File: src/rtl/cu_edge_data_read_arbiter.sv
// Round-robin arbiter for the shared edge-data-read command port. It applies per-requester
// outstanding-read credits, tags each command with its requester, and routes read data back.
module cu_edge_data_read_arbiter #(
    parameter int          NUM_REQ         = 2,
    parameter int          MAX_OUTSTANDING = 8,
    parameter logic [7:0]  CU_ID           = 8'hFB,
    parameter int          ADDR_W          = 64,
    parameter int          DATA_W          = 32,
    parameter int          IDX_W           = $clog2(NUM_REQ)
) (
    input  logic                             clock,
    input  logic                             reset,
    input  logic [NUM_REQ-1:0]               req_valid,
    input  logic [NUM_REQ-1:0][ADDR_W-1:0]   req_addr,
    output logic [NUM_REQ-1:0]               req_ready,
    output logic                             cmd_out_valid,
    output logic [ADDR_W-1:0]                cmd_out_addr,
    output logic [7:0]                       cmd_out_tag,
    output logic [7:0]                       cmd_out_cu_id,
    input  logic                             cmd_out_ready,
    input  logic                             rsp_in_valid,
    input  logic [7:0]                       rsp_in_tag,
    input  logic [DATA_W-1:0]                rsp_in_data,
    output logic [NUM_REQ-1:0]               rsp_out_valid,
    output logic [DATA_W-1:0]                rsp_out_data,
    output logic                             tag_error,
    output logic                             idle
);
    localparam int CW = $clog2(MAX_OUTSTANDING + 1);

    logic [NUM_REQ-1:0][CW-1:0] credit_q, credit_d;
    logic [IDX_W-1:0]           rr_ptr_q, rr_ptr_d;
    logic                       cmd_valid_q, cmd_valid_d;
    logic [ADDR_W-1:0]          cmd_addr_q, cmd_addr_d;
    logic [IDX_W-1:0]           cmd_tag_q, cmd_tag_d;
    logic [NUM_REQ-1:0]         rsp_valid_q, rsp_valid_d;
    logic [DATA_W-1:0]          rsp_data_q, rsp_data_d;
    logic                       tag_err_q, tag_err_d;
    logic                       idle_q, idle_d;

    logic [NUM_REQ-1:0]         eligible;
    logic                       can_load;
    logic                       grant_vld;
    logic [IDX_W-1:0]           grant_idx;
    logic [IDX_W-1:0]           cand;
    logic                       tag_ok;
    logic [IDX_W-1:0]           rsp_idx;

    always_comb begin
        can_load  = !cmd_valid_q || cmd_out_ready;
        grant_vld = 1'b0;
        grant_idx = '0;
        cand      = '0;
        for (int i = 0; i < NUM_REQ; i++)
            eligible[i] = req_valid[i] && (credit_q[i] < CW'(MAX_OUTSTANDING));
        // Scan farthest-first so the nearest eligible requester from rr_ptr wins last.
        for (int k = NUM_REQ - 1; k >= 0; k--) begin
            cand = rr_ptr_q + IDX_W'(k);
            if (eligible[cand]) begin
                grant_vld = 1'b1;
                grant_idx = cand;
            end
        end
        grant_vld = grant_vld && can_load && !reset;
        req_ready = grant_vld ? (NUM_REQ'(1) << grant_idx) : '0;
    end

    always_comb begin
        cmd_valid_d = cmd_valid_q;
        cmd_addr_d  = cmd_addr_q;
        cmd_tag_d   = cmd_tag_q;
        rr_ptr_d    = rr_ptr_q;
        if (grant_vld) begin
            cmd_valid_d = 1'b1;
            cmd_addr_d  = req_addr[grant_idx];
            cmd_tag_d   = grant_idx;
            rr_ptr_d    = grant_idx + IDX_W'(1);
        end else if (can_load) begin
            cmd_valid_d = 1'b0;
        end

        tag_ok      = rsp_in_tag < 8'(NUM_REQ);
        rsp_idx     = rsp_in_tag[IDX_W-1:0];
        rsp_valid_d = '0;
        rsp_data_d  = rsp_data_q;
        tag_err_d   = tag_err_q || (rsp_in_valid && !tag_ok);
        if (rsp_in_valid && tag_ok) begin
            rsp_valid_d = NUM_REQ'(1) << rsp_idx;
            rsp_data_d  = rsp_in_data;
        end

        idle_d = !cmd_valid_d;
        for (int i = 0; i < NUM_REQ; i++) begin
            credit_d[i] = credit_q[i];
            // A grant and a return for the same requester cancel out.
            if ((grant_vld && grant_idx == IDX_W'(i)) &&
                !(rsp_in_valid && tag_ok && rsp_idx == IDX_W'(i)))
                credit_d[i] = credit_q[i] + CW'(1);
            else if (!(grant_vld && grant_idx == IDX_W'(i)) &&
                     (rsp_in_valid && tag_ok && rsp_idx == IDX_W'(i)) &&
                     credit_q[i] != '0)
                credit_d[i] = credit_q[i] - CW'(1);
            if (credit_d[i] != '0)
                idle_d = 1'b0;
        end
    end

    always_ff @(posedge clock) begin
        if (reset) begin
            credit_q    <= '0;
            rr_ptr_q    <= '0;
            cmd_valid_q <= 1'b0;
            cmd_addr_q  <= '0;
            cmd_tag_q   <= '0;
            rsp_valid_q <= '0;
            rsp_data_q  <= '0;
            tag_err_q   <= 1'b0;
            idle_q      <= 1'b1;
        end else begin
            credit_q    <= credit_d;
            rr_ptr_q    <= rr_ptr_d;
            cmd_valid_q <= cmd_valid_d;
            cmd_addr_q  <= cmd_addr_d;
            cmd_tag_q   <= cmd_tag_d;
            rsp_valid_q <= rsp_valid_d;
            rsp_data_q  <= rsp_data_d;
            tag_err_q   <= tag_err_d;
            idle_q      <= idle_d;
        end
    end

    assign cmd_out_valid = cmd_valid_q;
    assign cmd_out_addr  = cmd_addr_q;
    assign cmd_out_tag   = {{(8 - IDX_W){1'b0}}, cmd_tag_q};
    assign cmd_out_cu_id = CU_ID;
    assign rsp_out_valid = rsp_valid_q;
    assign rsp_out_data  = rsp_data_q;
    assign tag_error     = tag_err_q;
    assign idle          = idle_q;

endmodule

File: config.mk
export PLATFORM = sky130hd
export DESIGN_NAME = cu_edge_data_read_arbiter
export DESIGN_NICKNAME = d
export VERILOG_FILES = /design/src/rtl/cu_edge_data_read_arbiter.sv
export SDC_FILE = /design/constraint.sdc
export NUM_CORES = 1
export LEC_CHECK = 0
export ABC_AREA = 0
export ABC_CLOCK_PERIOD_IN_PS = 2400
export BUFFER_PORTS_ARGS = -buffer_cell sky130_fd_sc_hd__buf_4
export CORE_AREA = 2 2 113 115
export DETAILED_ROUTE_END_ITERATION = 12
export DIE_AREA = 0 0 115 117
export GPL_TIMING_DRIVEN = 0
export PLACE_DENSITY = 0.72
export SLEW_MARGIN = 15
export SYNTH_ARGS = -nofsm -noshare
export SYNTH_HDL_FRONTEND = slang
export SYNTH_SLANG_ARGS = --single-unit
File: constraint.sdc
create_clock -name clock -period 2.4 [get_ports clock]
set_input_delay 0.36 -clock clock [delete_from_list [all_inputs] [get_ports clock]]
set_output_delay 0.36 -clock clock [all_outputs]
set_load 0.05 [all_outputs]
==> out/metrics.csv, run 1 <==
stage;metric;value;unit
status;status;finished clean;
synth;netlist_top_cells_area;dfxtp_1 (50%), a222oi_1 (14%), nor2_1 (6.2%);
floorplan;die_h;117;µm
setup_path;cp.required;2040;ps
global_routing;grt-ovfl-total;0;
power;powerDensity;625;nW/µm²
global_routing;grt_max_degree;19;
synth;synth_top_area_cell;dfxtp_1;
layout;area_growth;58.5;%
cts;clock-sinks;111;
global_routing;grt_pass1_wl;24.3;mm
cts;cts-root-buf;clkbuf_16;
power;power_frac_clock;31.5;%
cts;cts_buffers;9;
synth;synth_top_area_share;49.8;%
power;vdd_drop_max;0.000376;V
global_routing;global_route.usage.total;23.2;%
floorplan;ios;293;
detailed_routing;routed_wl;16.7;mm
detailed_routing;drt-wirelength-per-cell;17.5;µm
flow_run;maxCapViolCount;0;
detailed_routing;num_vias;5086;
timing;grt_setup_unrepaired;false;
power;leakage;3.18;nW
detailed_routing;drtIter0Drc;471;
cts;htree_levels;3;
floorplan;rows;41;
power;total_power;4.42;mW
timing;fin_crit;2290;ps
power;sequentialPowerShare;44.8;%
setup_path;rrSetupSlack;200;ps
floorplan;start_util;36.3;%
cts;clkTransAtPathRegs;70;ps
timing;setup-violations-final;0;
layout;drive_gt1_share;40.6;%
synth;yosysWarnings;0;
placement;dp_hpwl;13.3;mm
setup_path;crit_path_start_kind;register;
layout;fin_area;7080;µm²
floorplan;design.die.area;13500;µm²
setup_path;critPathArrivalTime;1930;ps
timing;fin_crit_sh;95.3;%
cts;insertion_delay;340;ps
detailed_routing;ant_nets;0;
timing;finalHoldViolations;0;
synth;synth_edf_count;0;
cts;cts_tree;done;
detailed_routing;avgViaCountPerCell;5.31;
setup_path;crit_type;reg -> out;
timing;max_freq;0.437;GHz
timing;skew;6.47;ps
floorplan;die_w;115;µm
layout;nNetsFinal;978;
power;power.switching;1.36;mW
timing;worstMarginPinSlew;732;ps
setup_path;cp-end-kind;output port;
power;p_comb_share;23.7;%
cts;cts_max_path_buffers;2;
synth;yosys_register_bits;111;
synth;ys_async_sr_fraction;0;%
cts;hold_buffers;0;
detailed_routing;drt-pass1-iter-count;7;
synth;syn_inst;498;
global_routing;antenna_found_initial;2;
synth;synth.avg_cell_area;8.96;µm²
global_routing;first_global_vias;4869;
synth;synthFlopType;dfxtp_1;
setup_path;crit_path_max_fanout;10;
timing;slew_viol_final;0;
synth;netlist_area;4460;µm²
placement;io_buffers;277;
timing;timing.slew.headroom;50.5;%
power;switching_share;30.7;%
hold_path;hp-class;in -> reg;
power;internal_power;3.06;mW
synth;ys_types;49;
placement;dpl_cell_area;6780;µm²
floorplan;core_area;12300;µm²
synth;ys_seq_area_share;49.8;%
placement;place.gp.congestion;0.857;
detailed_routing;route.detailed.drc;0;
[synth_stat cells (all sizes together), types with 2 or more instances]
cell and count:
a21oi 36, inv 9, o21ai 3, dfxtp 111, clkbuf 34, nor4 4, nor2b 3, nand2b 3
nand3 10, ha 4, and3 2, conb 2, nor3 12, and2 3, or4 2, nand2 70
buf 23, nand4 5, xnor2 3, a222oi 64, nor2 74
[worst max-delay path: stages (launching register included)]
cell      delay, ps
dfxtp_1         410
nor2b_1         100
a2111o_1        480
inv_2           150
clkbuf_4        230
buf_4           220
[path summary, 6_finish.rpt]
path                    from          endpoint  cells after the start
min          rsp_in_data[20]  rsp_out_data[20]                      3
min reg2reg  rsp_out_data[7]   rsp_out_data[7]                      2
max              credit_q[7]      req_ready[0]                      5
max reg2reg      credit_q[7]              idle                      7
[area by class of cell]
cell class / count / area (µm²)
Sequential cell: 111 / 2220
Tap cell: 150 / 188
Fill cell: 1137 / 5240
Antenna cell: 2 / 5.00
Timing Repair Buffer: 278 / 2090
Buffer: 57 / 295
Inverter: 9 / 33.8
Clock inverter: 6 / 43.8
Multi-Input combinational cell: 334 / 1970
Clock buffer: 10 / 229
[metal layers]
layer / GRT usage, % / up-vias / share of wire, %
met5: 0 / - / 0
met4: 9.80 / 0 / 2.6
met3: 6.49 / 30 / 9.1
met2: 42.1 / 261 / 51
met1: 25.5 / 2375 / 37
li1: - / 2420 / -
[power by group through the flow]
stage | sequential, mW | combinational (mW) | clock, mW
after global placement | 2.02 | 1.03 | 0
final | 1.98 | 1.05 | 1.39
after detailed placement | 2.02 | 1.04 | 0
after global routing | 1.99 | 1.11 | 1.52
after floorplan | 2.28 | 0.338 | 0
after CTS | 1.98 | 1.05 | 1.44
[metrics by stage]
| step | util (%) | hold WS [ps] | setup TNS [ps] | setup slack (ps) | cells |
|---|---|---|---|---|---|
| 6_report | 57.5 | 266 | 0 | 113 | 957 |
| 5_1_grt | 57.5 | 265 | 0 | 10.5 | 957 |
| 4_1_cts | 57.3 | 252 | 0 | 52.2 | 954 |
| 3_5_place_dp | 55.1 | 446 | -5180 | -167 | 938 |
| 3_3_place_gp | 55.1 | 439 | -4210 | -113 | 938 |
| 2_1_floorplan | - | 462 | 0 | 206 | 511 |
[logic make-up after synthesis]
kind of cell / Yosys count / share of synthesized area (%)
simple gates: 196 / 19.8
other cells: 2 / 0.168
mux: 1 / 0.224
buf+inv: 66 / 7.15
xor+xnor: 3 / 0.589
flops: 111 / 49.8
fa+ha+maj: 4 / 1.12
compound gates: 115 / 21.1
[sequential cells by signal (all words and copies together), names as in the netlist]
register	cells
cmd_out_addr	64
cmd_out_valid	1
cmd_tag_q	1
credit_q	8
idle	1
rr_ptr_q	1
rsp_out_data	32
rsp_out_valid	2
tag_error	1
[cells in the final DEF, fill, tap and decap left out, types with 2 or more instances in the layout]
cell type	count
inv_6	2
nor3_2	2
nand3_1	10
conb_1	15
buf_1	5
buf_4	295
a222oi_1	64
nor3_1	10
ha_1	4
xnor2_1	3
a21oi_1	36
nor4_1	3
diode_2	2
clkbuf_1	29
inv_2	2
nor2_1	74
clkbuf_2	5
clkbuf_16	9
clkinv_2	2
o21ai_0	3
and2_1	3
nand4_1	5
nand2_1	70
nand2b_1	3
dfxtp_1	111
nor2b_1	3
inv_1	7
[timing repair]
action / 4_1_cts / 5_1_grt
setup endpoints to repair: 2 / 43
pin swaps: 0 / 1
resized for setup: 2 / 10
buffers inserted: 0 / 1
Power figures use the tool's default switching activity.
==> run 2: changes to the inputs <==
--- a/constraint.sdc
+++ b/constraint.sdc
@@ -3,2 +3,2 @@
 set_output_delay 0.36 -clock clock [all_outputs]
-set_load 0.05 [all_outputs]
+set_load 0.02 [all_outputs]
==> out/metrics.csv, run 2 (synthesis results as in run 1) <==
stage;metric;value;unit;change
timing;worstMarginPinSlew;732;ps;-0.000119 ps
cts;cts_buffers;9;;unchanged
detailed_routing;num_vias;5106;;+0.39%
detailed_routing;avgViaCountPerCell;5.34;;+0.39%
timing;fin_crit;2300;ps;+7.83 ps
timing;finalHoldViolations;0;;unchanged
cts;clkTransAtPathRegs;80;ps;about the same
layout;area_growth;58.4;%;about the same
placement;dp_hpwl;13.3;mm;unchanged
placement;place.gp.congestion;0.857;;unchanged
cts;htree_levels;3;;unchanged
timing;max_freq;0.436;GHz;-0.34%
global_routing;grt_pass1_wl;24.3;mm;unchanged
setup_path;critPathArrivalTime;1940;ps;about the same
timing;setup_tns;0;ps;unchanged
floorplan;design.die.area;13500;µm²;unchanged
setup_path;crit_path_max_fanout;10;;unchanged
placement;dpl.cell_count;938;;unchanged
setup_path;critical_path_buf_inv_count;3;;unchanged
setup_path;path_cells;nor2b_1, a2111o_1, inv_2, clkbuf_2, buf_4;;
setup_path;cp.required;2040;ps;about the same
setup_path;cp-end-kind;output port;;
cts;hold_buffers;0;;unchanged
detailed_routing;routed_wl;16.7;mm;+0.22%
timing;timing.slew.headroom;50.5;%;unchanged
power;powerDensity;595;nW/µm²;-4.8%
detailed_routing;ant_nets;0;;unchanged
timing;layout_setup_ws;105;ps;-7.83 ps
cts;cts_tree;done;;
cts;cts-root-buf;clkbuf_16;;
hold_path;hp-class;in -> reg;;
power;vdd_drop_max;0.000376;V;-0.19%
timing;slew_viol_final;0;;unchanged
global_routing;grt_max_degree;19;;unchanged
floorplan;ios;293;;unchanged
power;total_power;4.21;mW;-4.8%
floorplan;die_w;115;µm;unchanged
setup_path;crit_path_start_kind;register;;
global_routing;antenna_found_initial;2;;unchanged
floorplan;rows;41;;unchanged
cts;cts_max_path_buffers;2;;unchanged
setup_path;rrSetupSlack;200;ps;about the same
global_routing;global_route.usage.total;23.2;%;unchanged
floorplan;die_h;117;µm;unchanged
setup_path;critPathSlowestCell;a2111o_1;;
layout;n_fill_cell;1138;;+0.088%
layout;nNetsFinal;978;;unchanged
layout;fin_area;7070;µm²;about the same
layout;largest_reg_flops;64;;unchanged
setup_path;cpPeakStageDelay;480;ps;about the same
cts;clock-sinks;111;;unchanged
layout;layoutNonFillerInstCount;957;;unchanged
setup_path;crit_type;reg -> out;;
flow_run;maxCapViolCount;0;;unchanged
timing;fin_crit_sh;95.6;%;+0.33 points
layout;layout_common_cells;buf_4 (295), dfxtp_1 (111), nor2_1 (74), nand2_1 (70), a222oi_1 (64);;
timing;setup-violations-final;0;;unchanged
timing;hold_ws;266;ps;+0.507 ps
cts;insertion_delay;340;ps;about the same
floorplan;start_util;36.3;%;unchanged
layout;drive_gt1_share;40.6;%;unchanged
layout;final_common_cell;buf_4;;
detailed_routing;drtIter0Drc;468;;-0.64%
timing;grt_setup_unrepaired;false;;
placement;place_ws;-167;ps;unchanged
detailed_routing;route.detailed.drc;0;;unchanged
placement;io_buffers;277;;unchanged
setup_path;cpLargestDelayFamily;buffers and inverters;;
floorplan;core_area;12300;µm²;unchanged
detailed_routing;drt-pass1-iter-count;9;;+2
global_routing;first_global_vias;4869;;unchanged
status;status;finished clean;;
layout;fin_util;57.4;%;about the same
power;leakage;3.18;nW;about the same
global_routing;grt-ovfl-total;0;;unchanged
timing;skew;7.85;ps;+1.38 ps
detailed_routing;drt-wirelength-per-cell;17.5;µm;+0.22%
placement;dpl_cell_area;6780;µm²;unchanged
==> run 2: final cells by class <==
| class | instances | area, µm² | share of cell area [%] |
|---|---|---|---|
| sequential | 111 | 2220 | 31.4 |
| buffer | 57 | 293 | 4.14 |
| clock buffer | 10 | 229 | 3.24 |
| timing repair buffer | 278 | 2090 | 29.5 |
| clock inverter | 6 | 43.8 | 0.619 |
| multi-input combinational | 334 | 1970 | 27.9 |
| antenna | 2 | 5.00 | 0.0708 |
| tap | 150 | 188 | 2.65 |
| inverter | 9 | 33.8 | 0.478 |
==> run 2: repair_timing <==
item | CTS | global route
pin swaps | 0 | 1
gates resized for setup | 2 | 8
setup endpoints to repair | 2 | 42
hold endpoints to repair | 0 | 0
setup buffers | 0 | 1
==> run 2: path summary, 6_finish.rpt <==
kind / from / endpoint / cells after the start
worst max-delay path: credit_q[7] / req_ready[0] / 5
worst min-delay path: rsp_in_data[20] / rsp_out_data[20] / 3
worst max register to register: credit_q[7] / idle / 7
worst min register to register: rsp_out_data[7] / rsp_out_data[7] / 2
==> run 2: worst min-delay path: stages <==
cell,delay (ps)
buf_4,110
nand2_1,40
a21oi_1,50
==> run 2: where the power goes <==
group          switching [mW]  internal [mW]
clock                   0.686          0.712
sequential             0.0557           1.93
combinational           0.410          0.421
total                    1.15           3.06
==> run 2: metal layers <==
layer | GRT usage, % | share of wire (%) | vias to the layer above
met4 | 9.80 | 2.3 | 0
met1 | 25.5 | 38 | 2381
met2 | 42.1 | 51 | 274
met3 | 6.49 | 9.0 | 28
met5 | 0 | 0 | -
li1 | - | - | 2423
==> run 3: changes to the inputs <==
Settings changed: ABC_CLOCK_PERIOD_IN_PS 2400 to 2320.
Clock period 2.4 ns to 2.32 ns, I/O delays scaled along.
==> out/metrics.csv, run 3 (synthesis results as in run 1) <==
stage;metric;value;unit;change
layout;final_common_cell;buf_4;;
timing;max_freq;0.453;GHz;
detailed_routing;drt-pass1-iter-count;8;;-1
floorplan;die_h;117;µm;unchanged
hold_path;hold_path_startpoint;rsp_in_data[20];;
layout;n_fill_cell;1138;;unchanged
power;leakage;3.19;nW;+0.26%
setup_path;critPathArrivalTime;1860;ps;-80 ps
layout;fin_area;7090;µm²;+0.19%
setup_path;crit_path_max_fanout;10;;unchanged
timing;setup-violations-final;0;;unchanged
setup_path;crit_path_start_kind;register;;
global_routing;first_global_vias;4869;;unchanged
power;powerDensity;615;nW/µm²;+3.3%
cts;hold_buffers;0;;unchanged
floorplan;rows;41;;unchanged
placement;dp_hpwl;13.3;mm;unchanged
detailed_routing;num_vias;5111;;+0.098%
placement;dpl_cell_area;6780;µm²;unchanged
layout;largest_reg_flops;64;;unchanged
detailed_routing;route.detailed.drc;0;;unchanged
layout;area_growth;58.7;%;
global_routing;grt_pass1_wl;24.3;mm;unchanged
floorplan;core_area;12300;µm²;unchanged
global_routing;global_route.usage.total;23.2;%;unchanged
global_routing;grt-ovfl-total;0;;unchanged
timing;timing.slew.headroom;47.0;%;-3.5 points
timing;skew;7.39;ps;-0.458 ps
timing;hold_ws;252;ps;-14.1 ps
status;status;finished clean;;
setup_path;reg2reg_to;idle;;
timing;grt_setup_unrepaired;false;;
detailed_routing;routed_wl;16.7;mm;-0.15%
setup_path;rr_startpoint;credit_q[0];;
detailed_routing;ant_nets;0;;unchanged
cts;cts-root-buf;clkbuf_16;;
timing;setup_tns;0;ps;unchanged
flow_run;maxCapViolCount;0;;unchanged
setup_path;rr_worst_depth;7;;unchanged
setup_path;cp.required;1970;ps;-70 ps
cts;clkTransAtPathRegs;70;ps;about the same
cts;htree_levels;3;;unchanged
timing;fin_crit_sh;95.1;%;
floorplan;die_w;115;µm;unchanged
timing;fin_crit;2210;ps;
power;total_power;4.36;mW;+3.5%
setup_path;rrSetupSlack;150;ps;-50 ps
placement;place.gp.congestion;0.857;;unchanged
timing;finalHoldViolations;0;;unchanged
cts;insertion_delay;340;ps;about the same
setup_path;cp-end-kind;output port;;
floorplan;start_util;36.3;%;unchanged
detailed_routing;drtIter0Drc;444;;-5.1%
cts;cts_buffers;9;;unchanged
layout;nNetsFinal;978;;unchanged
global_routing;grt_max_degree;19;;unchanged
setup_path;crit_end;req_ready[0];;
setup_path;crit_start;credit_q[7];;
layout;drive_gt1_share;41.1;%;+0.50 points
cts;clock-sinks;111;;unchanged
hold_path;hp-class;in -> reg;;
detailed_routing;avgViaCountPerCell;5.34;;about the same
cts;cts_max_path_buffers;2;;unchanged
setup_path;path_cells;nor2b_2, a2111o_1, inv_2, clkbuf_4, buf_4;;
floorplan;ios;293;;unchanged
timing;slew_viol_final;0;;unchanged
timing;worstMarginPinSlew;784;ps;+51.7 ps
floorplan;design.die.area;13500;µm²;unchanged
setup_path;crit_type;reg -> out;;
global_routing;antenna_found_initial;2;;unchanged
cts;cts_tree;done;;
placement;io_buffers;277;;unchanged
detailed_routing;drt-wirelength-per-cell;17.5;µm;-0.15%
setup_path;critPathSlowestCell;a2111o_1;;
power;vdd_drop_max;0.000389;V;+3.5%
setup_path;cpPeakStageDelay;480;ps;about the same
layout;layout_common_cells;buf_4 (295), dfxtp_1 (111), nor2_1 (74), nand2_1 (70), a222oi_1 (64);;
## run 3: cell types whose count changed in the layout (fill, tap and decap cells not counted)
cell / before / now
nor2b_1: 3 / 2
clkbuf_1: 29 / 28
clkbuf_2: 6 / 7
nor4_1: 3 / 2
clkbuf_4: 0 / 1
nor4_2: 0 / 1
buf_1: 5 / 4
nor2b_2: 0 / 1
## run 3: how the worst min path moves through the flow
stage,to,slack (ps),cells past startpoint
2_1_floorplan,cmd_tag_q,460,1
3_3_place_gp,rsp_out_data[17],440,2
3_5_place_dp,rsp_out_data[0],450,2
4_1_cts,rsp_out_data[20],240,3
5_1_grt,rsp_out_data[26],250,3
6_report,rsp_out_data[20],250,3
## run 3: worst max-delay path, delay by kind of cell, from the launching register on
| family | cells | cell delay [ps] |
|---|---|---|
| flip-flops | 1 | 420 |
| AO/OA/AOI/OAI | 1 | 480 |
| AND/OR/NAND/NOR | 1 | 80 |
| buffers and inverters | 3 | 540 |
## run 3: area by class of cell
class / count / area [µm²] / area share, %
Buffer: 57 / 298 / 4.20
Sequential cell: 111 / 2220 / 31.4
Multi-Input combinational cell: 334 / 1980 / 27.9
Clock buffer: 10 / 229 / 3.23
Tap cell: 150 / 188 / 2.65
Timing Repair Buffer: 278 / 2090 / 29.4
Clock inverter: 6 / 43.8 / 0.618
Inverter: 9 / 33.8 / 0.477
Antenna cell: 2 / 5.00 / 0.0706
## run 3: power breakdown
group | internal [mW] | switching (mW)
Clock | 0.736 | 0.712
Combinational | 0.437 | 0.425
Sequential | 1.99 | 0.0578
Total | 3.17 | 1.19
## run 3: timing repair
action,in CTS,in global routing
setup endpoints to repair,5,43
setup buffers,0,1
resized for setup,4,11
pin swaps,0,1
## run 3: through the flow
stage	worst slack, ps	utilization (%)	std cells
2_1_floorplan	324	-	511
3_3_place_gp	-181	55.1	938
3_5_place_dp	-235	55.1	938
4_1_cts	7.33	57.3	954
5_1_grt	6.14	57.6	957
6_report	113	57.6	957
## run 3: per-layer routing
metal  global-route usage, %  share of wire, %  routed length, µm
met5                       0                 0                  0
met4                    9.80               2.9                477
met3                    6.49               9.1               1520
met2                    42.1                51               8510
met1                    25.5                37               6210
